## config.mk

```make
export PLATFORM = sky130hd
export DESIGN_NAME = imem_arbiter
export DESIGN_NICKNAME = d
export VERILOG_FILES = /design/src/rtl/imem_arbiter.sv
export SDC_FILE = /design/constraint.sdc
export NUM_CORES = 1
export LEC_CHECK = 0
export BUFFER_PORTS_ARGS = -buffer_cell sky130_fd_sc_hd__buf_2
export CAP_MARGIN = 20
export CELL_PAD_IN_SITES_DETAIL_PLACEMENT = 0
export CELL_PAD_IN_SITES_GLOBAL_PLACEMENT = 1
export CORE_MARGIN = 2
export CORE_UTILIZATION = 30
export CTS_CLUSTER_SIZE = 24
export DETAILED_ROUTE_END_ITERATION = 10
export PLACE_DENSITY = 0.84
export RECOVER_POWER = 25
export SETUP_SLACK_MARGIN = 0.05
export SKIP_LAST_GASP = 1
export SLEW_MARGIN = 20
export SYNTH_ARGS = -nofsm -noshare
export SYNTH_HDL_FRONTEND = slang
export SYNTH_SLANG_ARGS = --single-unit
```

## constraint.sdc

```tcl
create_clock -name clk -period 1.6 [get_ports clk]
set_clock_uncertainty 0.05 [all_clocks]
set_input_delay 0.24 -clock clk [delete_from_list [all_inputs] [get_ports clk]]
set_output_delay 0.24 -clock clk [all_outputs]
set_load 0.02 [all_outputs]
```

## src/rtl/imem_arbiter.sv

```systemverilog
// imem_arbiter: shares one single-port memory between instruction fetch and the load/store unit.
// Latency: 3 clks from request to ack with same-cycle grant and next-cycle rvalid; one IDLE bubble between accesses.
// Backpressure: mem_req held until mem_gnt; each requester holds its request until its ack; one access outstanding.
//
// Build option: define ARB_FAIR_EN to force a fetch after MAX_DGNT consecutive data grants;
// when undefined, data always wins and the grant counter does not exist.
//
// Ports:
//   clk, rst                      clock (rising edge), synchronous active-high reset
//   f_req/f_addr/f_kill           fetch read request, address, taken-jump kill
//   f_ack/f_rdata                 one-cycle fetch completion pulse and instruction word
//   d_req/d_we/d_addr/d_wdata/d_be  load/store request and its fields
//   d_ack/d_rdata                 one-cycle data completion pulse and load data
//   mem_req/mem_we/mem_addr/mem_wdata/mem_be  registered request to the memory macro
//   mem_gnt/mem_rvalid/mem_rdata  memory accept strobe, response strobe, read data
//
// Requests are sampled in IDLE, and IDLE is the cycle in which the previous ack is
// visible. A requester therefore drops or replaces its request in its ack cycle;
// a request still held then is taken as a new access.

module imem_arbiter #(
    parameter int AW       = 32,
    parameter int DW       = 32,
    parameter int MAX_DGNT = 4
) (
    input  logic              clk,
    input  logic              rst,

    input  logic              f_req,
    input  logic [AW-1:0]     f_addr,
    input  logic              f_kill,
    output logic              f_ack,
    output logic [DW-1:0]     f_rdata,

    input  logic              d_req,
    input  logic              d_we,
    input  logic [AW-1:0]     d_addr,
    input  logic [DW-1:0]     d_wdata,
    input  logic [DW/8-1:0]   d_be,
    output logic              d_ack,
    output logic [DW-1:0]     d_rdata,

    output logic              mem_req,
    output logic              mem_we,
    output logic [AW-1:0]     mem_addr,
    output logic [DW-1:0]     mem_wdata,
    output logic [DW/8-1:0]   mem_be,
    input  logic              mem_gnt,
    input  logic              mem_rvalid,
    input  logic [DW-1:0]     mem_rdata
);

    typedef enum logic [2:0] {
        IDLE   = 3'd0,
        REQ_F  = 3'd1,
        REQ_D  = 3'd2,
        WAIT_F = 3'd3,
        WAIT_D = 3'd4
    } state_t;

    state_t state;

    // Set when a fetch is killed after the memory has accepted it: the response
    // must still be consumed to keep the memory handshake balanced, but the
    // instruction is stale and must not be acked.
    logic   kill_flag;

    // Arbitration decision for the IDLE state.
    logic   f_elig;
    logic   take_d;
    logic   take_f;

    assign f_elig = f_req & ~f_kill;

`ifdef ARB_FAIR_EN
    localparam logic [2:0] MAX_CNT = 3'(MAX_DGNT);

    // Consecutive data grants since the last fetch grant, saturating at MAX_CNT.
    logic [2:0] dgnt_cnt;
    logic       fetch_starved;

    assign fetch_starved = (dgnt_cnt == MAX_CNT);
    assign take_d        = d_req & ~(fetch_starved & f_elig);
`else
    assign take_d        = d_req;
`endif

    assign take_f = f_elig & ~take_d;

    always_ff @(posedge clk) begin
        if (rst) begin
            state     <= IDLE;
            kill_flag <= 1'b0;
            mem_req   <= 1'b0;
            mem_we    <= 1'b0;
            mem_addr  <= '0;
            mem_wdata <= '0;
            mem_be    <= '0;
            f_ack     <= 1'b0;
            f_rdata   <= '0;
            d_ack     <= 1'b0;
            d_rdata   <= '0;
`ifdef ARB_FAIR_EN
            dgnt_cnt  <= '0;
`endif
        end else begin
            // Acks are single-cycle pulses unless re-asserted below.
            f_ack <= 1'b0;
            d_ack <= 1'b0;

            case (state)
                IDLE: begin
                    kill_flag <= 1'b0;
                    // Latch the winner's fields now; the memory sees only these
                    // registered copies until the access completes.
                    if (take_d) begin
                        state     <= REQ_D;
                        mem_req   <= 1'b1;
                        mem_we    <= d_we;
                        mem_addr  <= d_addr;
                        mem_wdata <= d_wdata;
                        mem_be    <= d_be;
                    end else if (take_f) begin
                        state     <= REQ_F;
                        mem_req   <= 1'b1;
                        mem_we    <= 1'b0;
                        mem_addr  <= f_addr;
                        mem_wdata <= '0;
                        mem_be    <= '1;
                    end
                end

                REQ_F: begin
                    if (mem_gnt) begin
                        // Accepted: the response will come even if the fetch is
                        // killed in this same cycle, so remember the kill.
                        state   <= WAIT_F;
                        mem_req <= 1'b0;
                        if (f_kill) begin
                            kill_flag <= 1'b1;
                        end
`ifdef ARB_FAIR_EN
                        dgnt_cnt <= '0;
`endif
                    end else if (f_kill) begin
                        // Not yet accepted: withdraw the request outright.
                        state     <= IDLE;
                        mem_req   <= 1'b0;
                        kill_flag <= 1'b0;
                    end
                end

                REQ_D: begin
                    if (mem_gnt) begin
                        state   <= WAIT_D;
                        mem_req <= 1'b0;
`ifdef ARB_FAIR_EN
                        if (dgnt_cnt != MAX_CNT) begin
                            dgnt_cnt <= dgnt_cnt + 3'd1;
                        end
`endif
                    end
                end

                WAIT_F: begin
                    if (mem_rvalid) begin
                        state     <= IDLE;
                        kill_flag <= 1'b0;
                        // A kill arriving with the response still suppresses it.
                        if (!(kill_flag || f_kill)) begin
                            f_ack   <= 1'b1;
                            f_rdata <= mem_rdata;
                        end
                    end else if (f_kill) begin
                        kill_flag <= 1'b1;
                    end
                end

                WAIT_D: begin
                    if (mem_rvalid) begin
                        state   <= IDLE;
                        d_ack   <= 1'b1;
                        d_rdata <= mem_rdata;
                    end
                end

                default: begin
                    state   <= IDLE;
                    mem_req <= 1'b0;
                end
            endcase
        end
    end

endmodule

```

* Word-level counts from Yosys, hierarchy flattened
Index checks and enable logic that the tools add are counted.
** Cells by class
- Reductions and logical operators :: 13
- Bitwise gates (word level) :: 9
- Mux-type cells :: 27
- Eq/ne operators :: 8
** Operators by type and width (count)
- 32-bit 2-to-1 mux :: 4
- 3-bit 2-to-1 mux :: 6
- 1-bit 2-to-1 mux :: 12
- 3-bit case mux with 4 select lines :: 1
- 4-bit 2-to-1 mux :: 2
- 4-bit AND reduction :: 2
- 1-bit inverter :: 7
- 3-bit by 2-bit == test with 1-bit output (second input constant) :: 2
- 3-bit inequality test (second input constant) :: 2
- 2-bit AND reduction :: 3
- 1-bit case mux with 4 select lines :: 1
- 2-bit OR reduction :: 2
- 3-bit by 1-bit == test with 1-bit output (second input constant) :: 1
- 3-bit == test (second input constant) :: 1
- 3-bit zero test :: 1
- 1-bit case mux with 3 select lines :: 1
- 3-bit AND reduction :: 1
- 3-bit nonzero test :: 1
- 3-bit OR reduction :: 1
- 1-bit bitwise AND :: 2
- 2-bit by 1-bit inequality test with 1-bit output (second input constant) :: 1
- 2-bit inequality test (second input constant) :: 1
- 2-bit nonzero test :: 1
- 1-bit logical OR :: 1
** Word-level totals
- Input bits :: 140
- Register bits :: 140
- Word-level logic and storage cells :: 68
- Output and inout bits :: 136

* Longest topological paths before layout
Gate-level depths: netlist (run 1).
- Depth after elaboration :: 6
- Depth in mapped cells :: 8
- Gate-level depth less buffers :: 4

* Worst setup path before layout (run 1)
Ideal clock, no wire load.
- Kind :: reg-to-reg
- Start :: register state[0]
- End :: register state[1]
- Cell stages (with the launch flop) :: 6
- Library setup time :: 116 ps
- Path slack :: 200 ps
- Required time :: 1434 ps
- Buffers on the path :: 1
- Period minus slack after synthesis :: 1400 ps
- Data arrival time :: 1233 ps
- Cell sequence :: dfxtp_1 buf_4 nor3b_1 o21ai_0 o311ai_2 a31o_2
** Between the ends
- Word-level cells in the longest chain between the ends :: 4
- Elaborated cells on any way between the ends :: 12
- Classes of those cells :: eq/ne (8); mux (1); reduce/logical (3)
** RTL lines
- start: declaration :: line 61 : state_t state;
- start signal: assignment :: line 92 : state <= IDLE;
- start signal: assignment :: line 117 : state <= REQ_D;
- start signal: assignment :: line 124 : state <= REQ_F;
- 3-bit == test / 3-bit by 2-bit == test with 1-bit output (equally long branches) :: line 111 : case (state)
- 2-bit OR reduction (no source line)
- 2-bit by 1-bit inequality test with 1-bit output (no source line)
- 4-bit AND reduction (no source line)
Parallel ways exist; a longest one is shown, timed or not.
A chain may end at the register's enable or synchronous reset.

* Final worst setup path (run 1)
- Start :: register state[2]
- End :: register mem_be[1]
** Between the ends
- Word-level cells in the longest chain between the ends :: 2
** RTL lines
- 3-bit zero test :: line 111
- 2-bit AND reduction (no source line)
- end signal: assignment :: line 98 : mem_be <= '0;
- end signal: assignment :: line 122 : mem_be <= d_be;
- end signal: assignment :: line 129 : mem_be <= '1;
- end: declaration :: line 47 : output logic [DW/8-1:0] mem_be,
Every way passes these cells.

==> results of run 1 <==
repair_timing:
| action | 4_1_cts | 5_1_grt |
|---|---|---|
| pin swaps | 0 | 2 |
| endpoints found under the hold margin | 32 | 0 |
| endpoints found under the setup margin | 29 | 120 |
| buffers inserted | 0 | 3 |
| hold buffers | 31 | 0 |
| gates resized for setup | 2 | 8 |
| cloned | 1 | 0 |
how the worst min path moves through the flow:
stage / slack [ns] / cells past startpoint / to
after floorplan: 0.33 / 2 / f_rdata[10]
after global placement: 0.39 / 2 / f_rdata[18]
after detailed placement: 0.39 / 2 / f_rdata[18]
after CTS: 0.0002 / 3 / mem_wdata[17]
after global routing: 0.005 / 3 / d_rdata[28]
final: 0.02 / 3 / f_rdata[15]
cell usage after synthesis, drive strengths merged:
master,count,area (sq um)
and2,1,6.26
inv,2,7.51
or3,1,6.26
a22oi,33,248
o22ai,5,31.3
nor2,78,293
and4,1,8.76
buf,33,208
and2b,1,7.51
dfxtp,140,2800
nand3b,1,7.51
a21oi,68,340
nor4b,1,8.76
a31o,1,8.76
nand4,1,6.26
o21ai,2,10.0
a211oi,32,400
clkbuf,19,72.6
a2bb2oi,1,8.76
nor4,1,6.26
nor3b,1,7.51
mux2i,35,350
nor2b,3,18.8
or4,1,7.51
and3,1,6.26
nand2,131,492
o31ai,1,7.51
nor3,1,10.0
a31oi,1,6.26
nand3,2,10.0
o21a,2,15.0
o311ai,1,16.3
per-layer routing:
metal,vias to the layer above,part of all wire,GRT usage
met1,2386,0.44,0.196
met5,-,0,0
li1,2659,-,-
met3,17,0.054,0.0466
met2,147,0.50,0.283
met4,0,0.013,0.0505
power by group through the flow:
stage	clock, mW	sequential, mW	combinational (mW)
2_1_floorplan	0	4.68	1.47
3_3_place_gp	0	4.20	2.85
3_5_place_dp	0	4.21	2.90
4_1_cts	4.22	4.14	3.05
5_1_grt	4.36	4.21	3.28
6_report	4.11	4.15	3.04
worst max-delay path: cells and delay by family (launching register included):
kind                   cells  cell delay, ns
AO/OA/AOI/OAI              2            0.34
buffers and inverters      1            0.36
flip-flops                 1            0.37
AND/OR/NAND/NOR            2            0.29
cells by family after synthesis:
family          Yosys count
flops                   140
mux                      35
simple gates            226
buf+inv                  54
compound gates          147
through the flow:
stage | worst slack, ns | hold slack [ns] | area [sq um]
after floorplan | 0.200 | 0.326 | 5440
after global placement | 0.0783 | 0.389 | 7090
after detailed placement | 0.0217 | 0.393 | 7090
after CTS | 0.0493 | 0.000221 | 8050
after global routing | 0.0551 | 0.00479 | 8010
final | 0.105 | 0.0216 | 8010
sequential cells by signal (all words and copies together) (netlist names):
signal,flops
d_ack,1
f_ack,1
mem_wdata,32
state,3
mem_req,1
mem_addr,32
kill_flag,1
d_rdata,32
mem_we,1
f_rdata,32
mem_be,4
area by class of cell:
| class | instances | area (sq um) | area share |
|---|---|---|---|
| sequential | 140 | 2810 | 0.351 |
| multi-input combinational | 408 | 2360 | 0.295 |
| timing repair buffer | 332 | 1930 | 0.241 |
| clock buffer | 17 | 425 | 0.0531 |
| tap | 229 | 287 | 0.0358 |
| clock inverter | 15 | 185 | 0.0231 |
| inverter | 2 | 7.51 | 0.000937 |
==> results.md, run 1 <==
- Run status: finished, final reports clean
- Maximum clock frequency: 669 MHz
- Via count of the first global-routing pass: 4968
- Die H: 139 microns
- Final Total Pwr: 11.3 mW
- Register area share after synthesis: 0.516
- Number of detailed-routing iterations run before antenna repair: 4
- Setup violators final: 0
- Root buffer cell: clkbuf_16
- Fraction of power consumed by the clock network: 0.364
- Sort of element at the start of the critical path: register
- Final cell count without fillers: 1143
- Relative slew slack: 0.673
- Leading cell type in the layout, fill and taps excluded: buf_2
- Clock tree from TritonCTS: done
- Cts bufs inserted: 17
- Largest net degree at the start of global routing: 64
- Final critical-path required period: 1.50 ns
- Per-instance average area after synthesis: 9.03 sq um
- Sequential group share of total power: 0.368
- Clock edge transition at the registers on the reported setup and hold paths: 0.06 ns
- Routability congestion estimate from global placement: 0.757
- RSZ-0062 raised after global routing: false
- Path type of the worst min-delay path: input pin to register
- Final nets: 1041
- Library cells used by synthesis: 37
- Combinational share of power: 0.269
- Total half-perimeter wirelength after legalization and detailed placement: 11.0 mm
- Endpoint class of the critical path: register
- CTS Buffer Depth: 2
- Wire length of the first global-routing pass: 25.3 mm
- Syn_nets: 742
- Die Width: 139 microns
- Layout overhead on the synthesized area: 47.4%
- Synth Area in Simple Gates: 0.166
- Standby leakage power: 3.44 nW
- CP Capture Point: mem_be[1]
- End-of-flow core utilization: 0.449
- Fin. Hold Viols: 0
- Crit Reg-Reg Endpoint: mem_be[1]
- Data arrival time at the worst-slack endpoint: 1.80 ns
- Initial core utilization: 0.305
- Worst-Skew Late Latency: 0.41 ns
- Vias per cell: 4.56
- Largest family of logic cells by synthesized area: compound AO/OA/AOI/OAI gates
- Number of top-level pins: 276
- Layout filler cell count: 1781
- Global Route Usage Sum: 0.163
- Diodes inserted: 0
- Launching point of the worst reg2reg path: state[2]
- Cell chain of the critical path: nor3_2 > o21a_2 > bufbuf_16 > o22ai_1 > nor2_1
- Depth of the worst register-to-register path: 5
- Num rows: 49
- H-Tree Depth: 4
- Switching part of the total power: 0.325
- Max-capacitance violation count: 0
- Flops & latches, synth: 140
- Type of the worst setup path: register to register
- Routed wire length: 16.2 mm
- Fraction of synthesized area in multiplexers: 0.0645
- Part of the cycle the worst path needs: 0.934
- Num Clock Sinks: 140
- CP max-delay cell: dfxtp_4
- Number of slew-limit violations in the final report: 0
- Die footprint: 19200 sq um
- Global route total overflow: 0
- Psw: 3.67 mW
- Cell area power density: 1410 nW/um^2
- Delay of the slowest cell on the worst path: 0.37 ns
- Total instance count after detailed placement: 1076
- Total number of vias: 5209
- Core Area: 17800 sq um
- Synthesis Warnings: 0
- Worst Min Path Start: mem_rdata[15]
- Minimum setup slack among reg-to-reg paths: 0.10 ns
- Post-synthesis compound-gate area fraction: 0.201
- Critical Path Fanout Max: 24
- Final routed DRC violation total: 0
- Worst vdd rail ir drop: 760 uV
- Post-Synthesis Cells: 602
- Endpoint required time on the critical path: 1.90 ns
- Buffers on Ports: 275
- Number of antenna violations at the first check in global routing: 0
- Initial drt markers: 201
- Layout cells sized above 1: 0.334
- Cell area after synthesis: 5440 sq um
- Post-synthesis share of cell area spent on xor and xnor gates: 0
- Setup crit start: state[2]
- Setup TNS after final layout: 0 ns
- Share of synthesized cell area in full adder, half adder and majority cells: 0
- Final antenna-violating net count: 0
- Mean routed wirelength per cell: 14.2 microns
- Slew of the pin with the lowest slew margin: 0.491 ns
- Total internal power: 7.63 mW
- Leading cell types in the layout, fill and taps excluded: buf_2, dfxtp_1, nand2_1
Power figures use the tool's default switching activity.
==> inputs of run 2 (changes only) <==
Settings changed: CAP_MARGIN 20 to not set, CORE_MARGIN 2 to 5.
==> run 2 against run 1 <==
  * Hold slack lost 0.00067 ns
  * Non-clock buffer count increased by 11
  * Critical path depth shrank 1
  * Clock-buffer cell count is the same
  * Final cell count up 1.0%
  * Setup slack improved by 0.013 ns
  * Combinational power is essentially flat
  * Sequential share of layout area shrank 0.45 points
  * Cell area grew 1.2%
  * Register-to-register slack barely moved
  * Wire length rose by 4.1%
  * Critical endpoint is now state[0]
==> results.md, run 2 (synthesized netlist as in run 1, its figures left out) <==
- Run status: finished, final reports clean
- Layout filler cell count: 1806
- Endpoint required time on the critical path: 1.88 ns
- Met3 Use GR: 0.0479
- CTS Buffer Depth: 2
- Clock edge transition at the registers on the reported setup and hold paths: 0.07 ns
- Relative slew slack: 0.767
- Num Clock Sinks: 140
- Core Area: 17900 sq um
- Final routed DRC violation total: 0
- Leading cell types in the layout, fill and taps excluded: buf_2, dfxtp_1, nand2_1
- Final antenna-violating net count: 0
- Number of detailed-routing iterations run before antenna repair: 4
- Worst vdd rail ir drop: 710 uV
- Clock tree from TritonCTS: done
- Met1 Usage GRT: 0.175
- Number of top-level pins: 276
- Routed wire length: 16.9 mm
- Critical Path Fanout Max: 9
- RSZ-0062 raised after global routing: true
- Total half-perimeter wirelength after legalization and detailed placement: 11.7 mm
- Die Width: 145 microns
- Setup TNS after final layout: 0 ns
- Final hold slack: 0.0209 ns
- Die footprint: 20900 sq um
- Most used routing layer: met2
- Depth of the worst register-to-register path: 4
- Largest net degree at the start of global routing: 64
- Part of the cycle the worst path needs: 0.926
- Setup violators final: 0
- Buffers on Ports: 275
- Leading cell type in the layout, fill and taps excluded: buf_2
- Num rows: 49
- End-of-flow core utilization: 0.453
- Initial drt markers: 195
- Final Total Pwr: 11.3 mW
- Cell area power density: 1390 nW/um^2
- H-Tree Depth: 4
- Type of the worst setup path: register to register
- Slew of the pin with the lowest slew margin: 0.349 ns
- Max-capacitance violation count: 0
- Worst hold stages: 3
- Final nets: 1052
- Global Route Usage Sum: 0.154
- Number of antenna violations at the first check in global routing: 3
- Endpoint class of the critical path: register
- Root buffer cell: clkbuf_16
- Routability congestion estimate from global placement: 0.791
- Worst-Skew Late Latency: 0.41 ns
- Sort of element at the start of the critical path: register
- Final critical-path required period: 1.48 ns
- Fin. Hold Viols: 0
- Via count of the first global-routing pass: 4993
- Maximum clock frequency: 675 MHz
- Standby leakage power: 3.47 nW
- Initial core utilization: 0.304
- M2 GR Usage: 0.262
- Layout overhead on the synthesized area: 49.1%
- Vias per cell: 4.59
- Number of slew-limit violations in the final report: 0
- Total number of vias: 5296
- Global route total overflow: 0
- Path type of the worst min-delay path: input pin to register
- Wire length of the first global-routing pass: 25.4 mm
- Cts bufs inserted: 17
- Mean routed wirelength per cell: 14.6 microns
- Number of buffers added for setup after CTS: 0
- Data arrival time at the worst-slack endpoint: 1.77 ns
- Layout cells sized above 1: 0.330
- Die H: 145 microns
[run 2: routing by layer]
metal  part of all wire  routed length (microns)
met1               0.40                     6700
met2               0.49                     8280
met3              0.078                     1310
met4              0.032                      540
met5             0.0020                       34
[run 2: where the power goes]
group / switching (mW) / internal, mW / total, mW
Clock: 1.63 / 2.48 / 4.12
Combinational: 1.79 / 1.23 / 3.02
Sequential: 0.243 / 3.92 / 4.16
Total: 3.67 / 7.63 / 11.3
[run 2: area by class of cell]
type,count,area (sq um),share of cell area
sequential,140,2810,0.347
multi-input combinational,408,2350,0.290
timing repair buffer,343,2030,0.251
clock buffer,17,425,0.0525
tap,229,287,0.0353
clock inverter,15,188,0.0232
inverter,2,7.51,0.000926
antenna,1,2.50,0.000309
[run 2: timing repair]
action / CTS / global route
hold buffers: 42 / 0
resized for setup: 0 / 5
endpoints found under the setup margin: 0 / 108
hold endpoints to repair: 45 / 0
[run 2: metrics by stage]
step,instance area [sq um],setup WS (ns),std cells
detailed placement,7150,0.0391,1080
global placement,7150,0.0888,1080
floorplan,5440,0.200,602
global route,8110,0.0431,1155
finish,8110,0.118,1155
CTS,8180,0.0665,1154
[run 2: path summary, 6_finish.rpt]
kind                     from            end  slack, ns
setup / recovery     state[2]       state[0]       0.12
hold / removal    d_wdata[12]  mem_wdata[12]       0.02
setup reg to reg     state[2]       state[0]       0.12
hold reg to reg   f_rdata[30]    f_rdata[30]       0.40
[run 2: critical path: stages, from the launching register on]
cell and delay, ns:
dfxtp_4 0.37, or3_4 0.38, o311ai_2 0.25, buf_4 0.18, mux2i_1 0.17
==> inputs of run 3 (changes only) <==
Settings changed: BUFFER_PORTS_ARGS -buffer_cell sky130_fd_sc_hd__buf_2 to not set, CORE_ASPECT_RATIO set to 1.25, DONT_BUFFER_PORTS set to 1, PLACE_DENSITY 0.84 to 0.66.
==> run 3 against run 2 <==
  * The flow now finishes with violations (negative hold slack)
  * Register-to-register slack worse by 0.04 ns
  * Power down 7.6%
  * Via count down 20%
  * Hold slack worse by 0.17 ns
  * Sequential share of layout area up 8.9 points
  * Wire length down 7.5%
  * Final cell count down 27%
  * Highest routed layer unchanged
==> results.md, run 3 (synthesized netlist as in run 1, its figures left out) <==
- Run status: finished, violations left
- Violated checks: negative hold slack
- Cts bufs inserted: 17
- Root buffer cell: clkbuf_16
- Most used routing layer: met2
- Clock edge transition at the registers on the reported setup and hold paths: 0.06 ns
- Part of the cycle the worst path needs: 0.952
- Buffers on Ports: 0
- Met1 Usage GRT: 0.158
- Worst vdd rail ir drop: 747 uV
- Final hold slack: -0.149 ns
- Final antenna-violating net count: 0
- Endpoint class of the critical path: register
- Sort of element at the start of the critical path: register
- Wire length of the first global-routing pass: 22.9 mm
- Vias per cell: 5.05
- Initial core utilization: 0.303
- Worst hold stages: 1
- Number of antenna violations at the first check in global routing: 1
- Core Area: 18000 sq um
- Number of top-level pins: 276
- Crit Reg-Reg Endpoint: state[1]
- Final routed DRC violation total: 0
- Leading cell type in the layout, fill and taps excluded: dfxtp_1
- Global Route Usage Sum: 0.139
- Layout cells sized above 1: 0.152
- Die footprint: 20900 sq um
- Largest net degree at the start of global routing: 141
- Standby leakage power: 2.32 nW
- Slew of the pin with the lowest slew margin: 0.436 ns
- Clock tree from TritonCTS: done
- Maximum clock frequency: 656 MHz
- Critical Path Fanout Max: 9
- Die Width: 130 microns
- Data arrival time at the worst-slack endpoint: 1.77 ns
- Layout filler cell count: 1823
- Num Clock Sinks: 140
- RSZ-0062 raised after global routing: true
- Relative slew slack: 0.709
- Type of the worst setup path: register to register
- Final nets: 739
- Number of detailed-routing iterations run before antenna repair: 4
- Worst-Skew Late Latency: 0.41 ns
- Mean routed wirelength per cell: 18.6 microns
- Layout overhead on the synthesized area: 18.8%
- Initial drt markers: 258
- Leading cell types in the layout, fill and taps excluded: dfxtp_1, nand2_1, nor2_1
- Met3 Use GR: 0.0542
- Setup TNS after final layout: 0 ns
- Diodes inserted: 0
- Worst-case hold path end point: mem_addr[3]
- Final Total Pwr: 10.4 mW
- M2 GR Usage: 0.234
- Global route total overflow: 0
- Max-capacitance violation count: 0
- Total instance count after detailed placement: 794
- Num rows: 55
- Number of slew-limit violations in the final report: 0
- Endpoint required time on the critical path: 1.85 ns
- Routed wire length: 15.6 mm
- End-of-flow core utilization: 0.359
- Worst Min Path Start: rst
- Fin. Hold Viols: 137
- CTS Buffer Depth: 2
- Total half-perimeter wirelength after legalization and detailed placement: 10.5 mm
- Setup violators final: 0
- Die H: 160 microns
- Via count of the first global-routing pass: 4099
- Path type of the worst min-delay path: input pin to register
- H-Tree Depth: 4
- Total number of vias: 4246
- Cell area power density: 1620 nW/um^2
- Launching point of the worst reg2reg path: state[2]
- Depth of the worst register-to-register path: 4
- Routability congestion estimate from global placement: 0.837
- Final cell count without fillers: 840
- Final critical-path required period: 1.52 ns
- Minimum setup slack among reg-to-reg paths: 0.08 ns
-- run 3: changes by cell type in the layout (fill, tap and decap cells not counted), moves of 2 or more --
cell	before	now
buf_2	205	0
buf_12	10	8
bufinv_16	3	1
clkbuf_1	69	1
clkinv_2	2	0
dlygate4sd3_1	42	11
clkinvlp_4	2	4
buf_4	17	8
clkbuf_16	17	19
-- run 3: metal layers --
layer / vias up / wire length, microns
met4: 2 / 283
met5: - / 7
met1: 1994 / 5910
li1: 2056 / -
met3: 20 / 1470
met2: 174 / 7920
-- run 3: worst max path at each step --
stage | from | end | cells past startpoint
floorplan | state[0] | state[1] | 5
global placement | state[2] | mem_addr[2] | 5
detailed placement | state[1] | state[1] | 5
CTS | state[2] | state[0] | 3
global route | state[2] | mem_be[0] | 5
finish | state[2] | state[1] | 4
-- run 3: final cells by class --
class,instances,area [sq um],area share
clock buffers,19,443,0.0686
inverters,2,7.51,0.00116
flip-flops and latches,140,2810,0.435
repair buffers,30,413,0.0640
clock inverters,13,130,0.0202
well taps,228,285,0.0442
multi-input cells,408,2370,0.367
-- run 3: where the power goes --
group	internal [mW]	leakage [nW]	switching, mW	total [mW]
clock network	2.21	0.268	1.61	3.82
logic	0.871	0.904	0.984	1.86
registers	3.92	1.14	0.842	4.76
-- run 3: stage by stage --
step	cell area, sq um	hold WS, ns	worst slack, ns
finish	6460	-0.149	0.0763
global route	6460	-0.179	0.0153
detailed placement	5670	0.267	0.0120
floorplan	5440	0.326	0.200
CTS	6270	-0.177	0.0755
global placement	5670	0.267	0.112
-- run 3: what timing repair did --
action	CTS	global route
buffers inserted	0	0
setup endpoints to repair	6	19
gates resized for setup	3	5
endpoints found under the hold margin	137	137
gates cloned	1	2
-- run 3: critical path, cell delays in order (launching register included) --
cell	delay (ns)
dfxtp_2	0.40
and2b_1	0.25
a31oi_2	0.26
o311ai_4	0.17
a31o_2	0.28
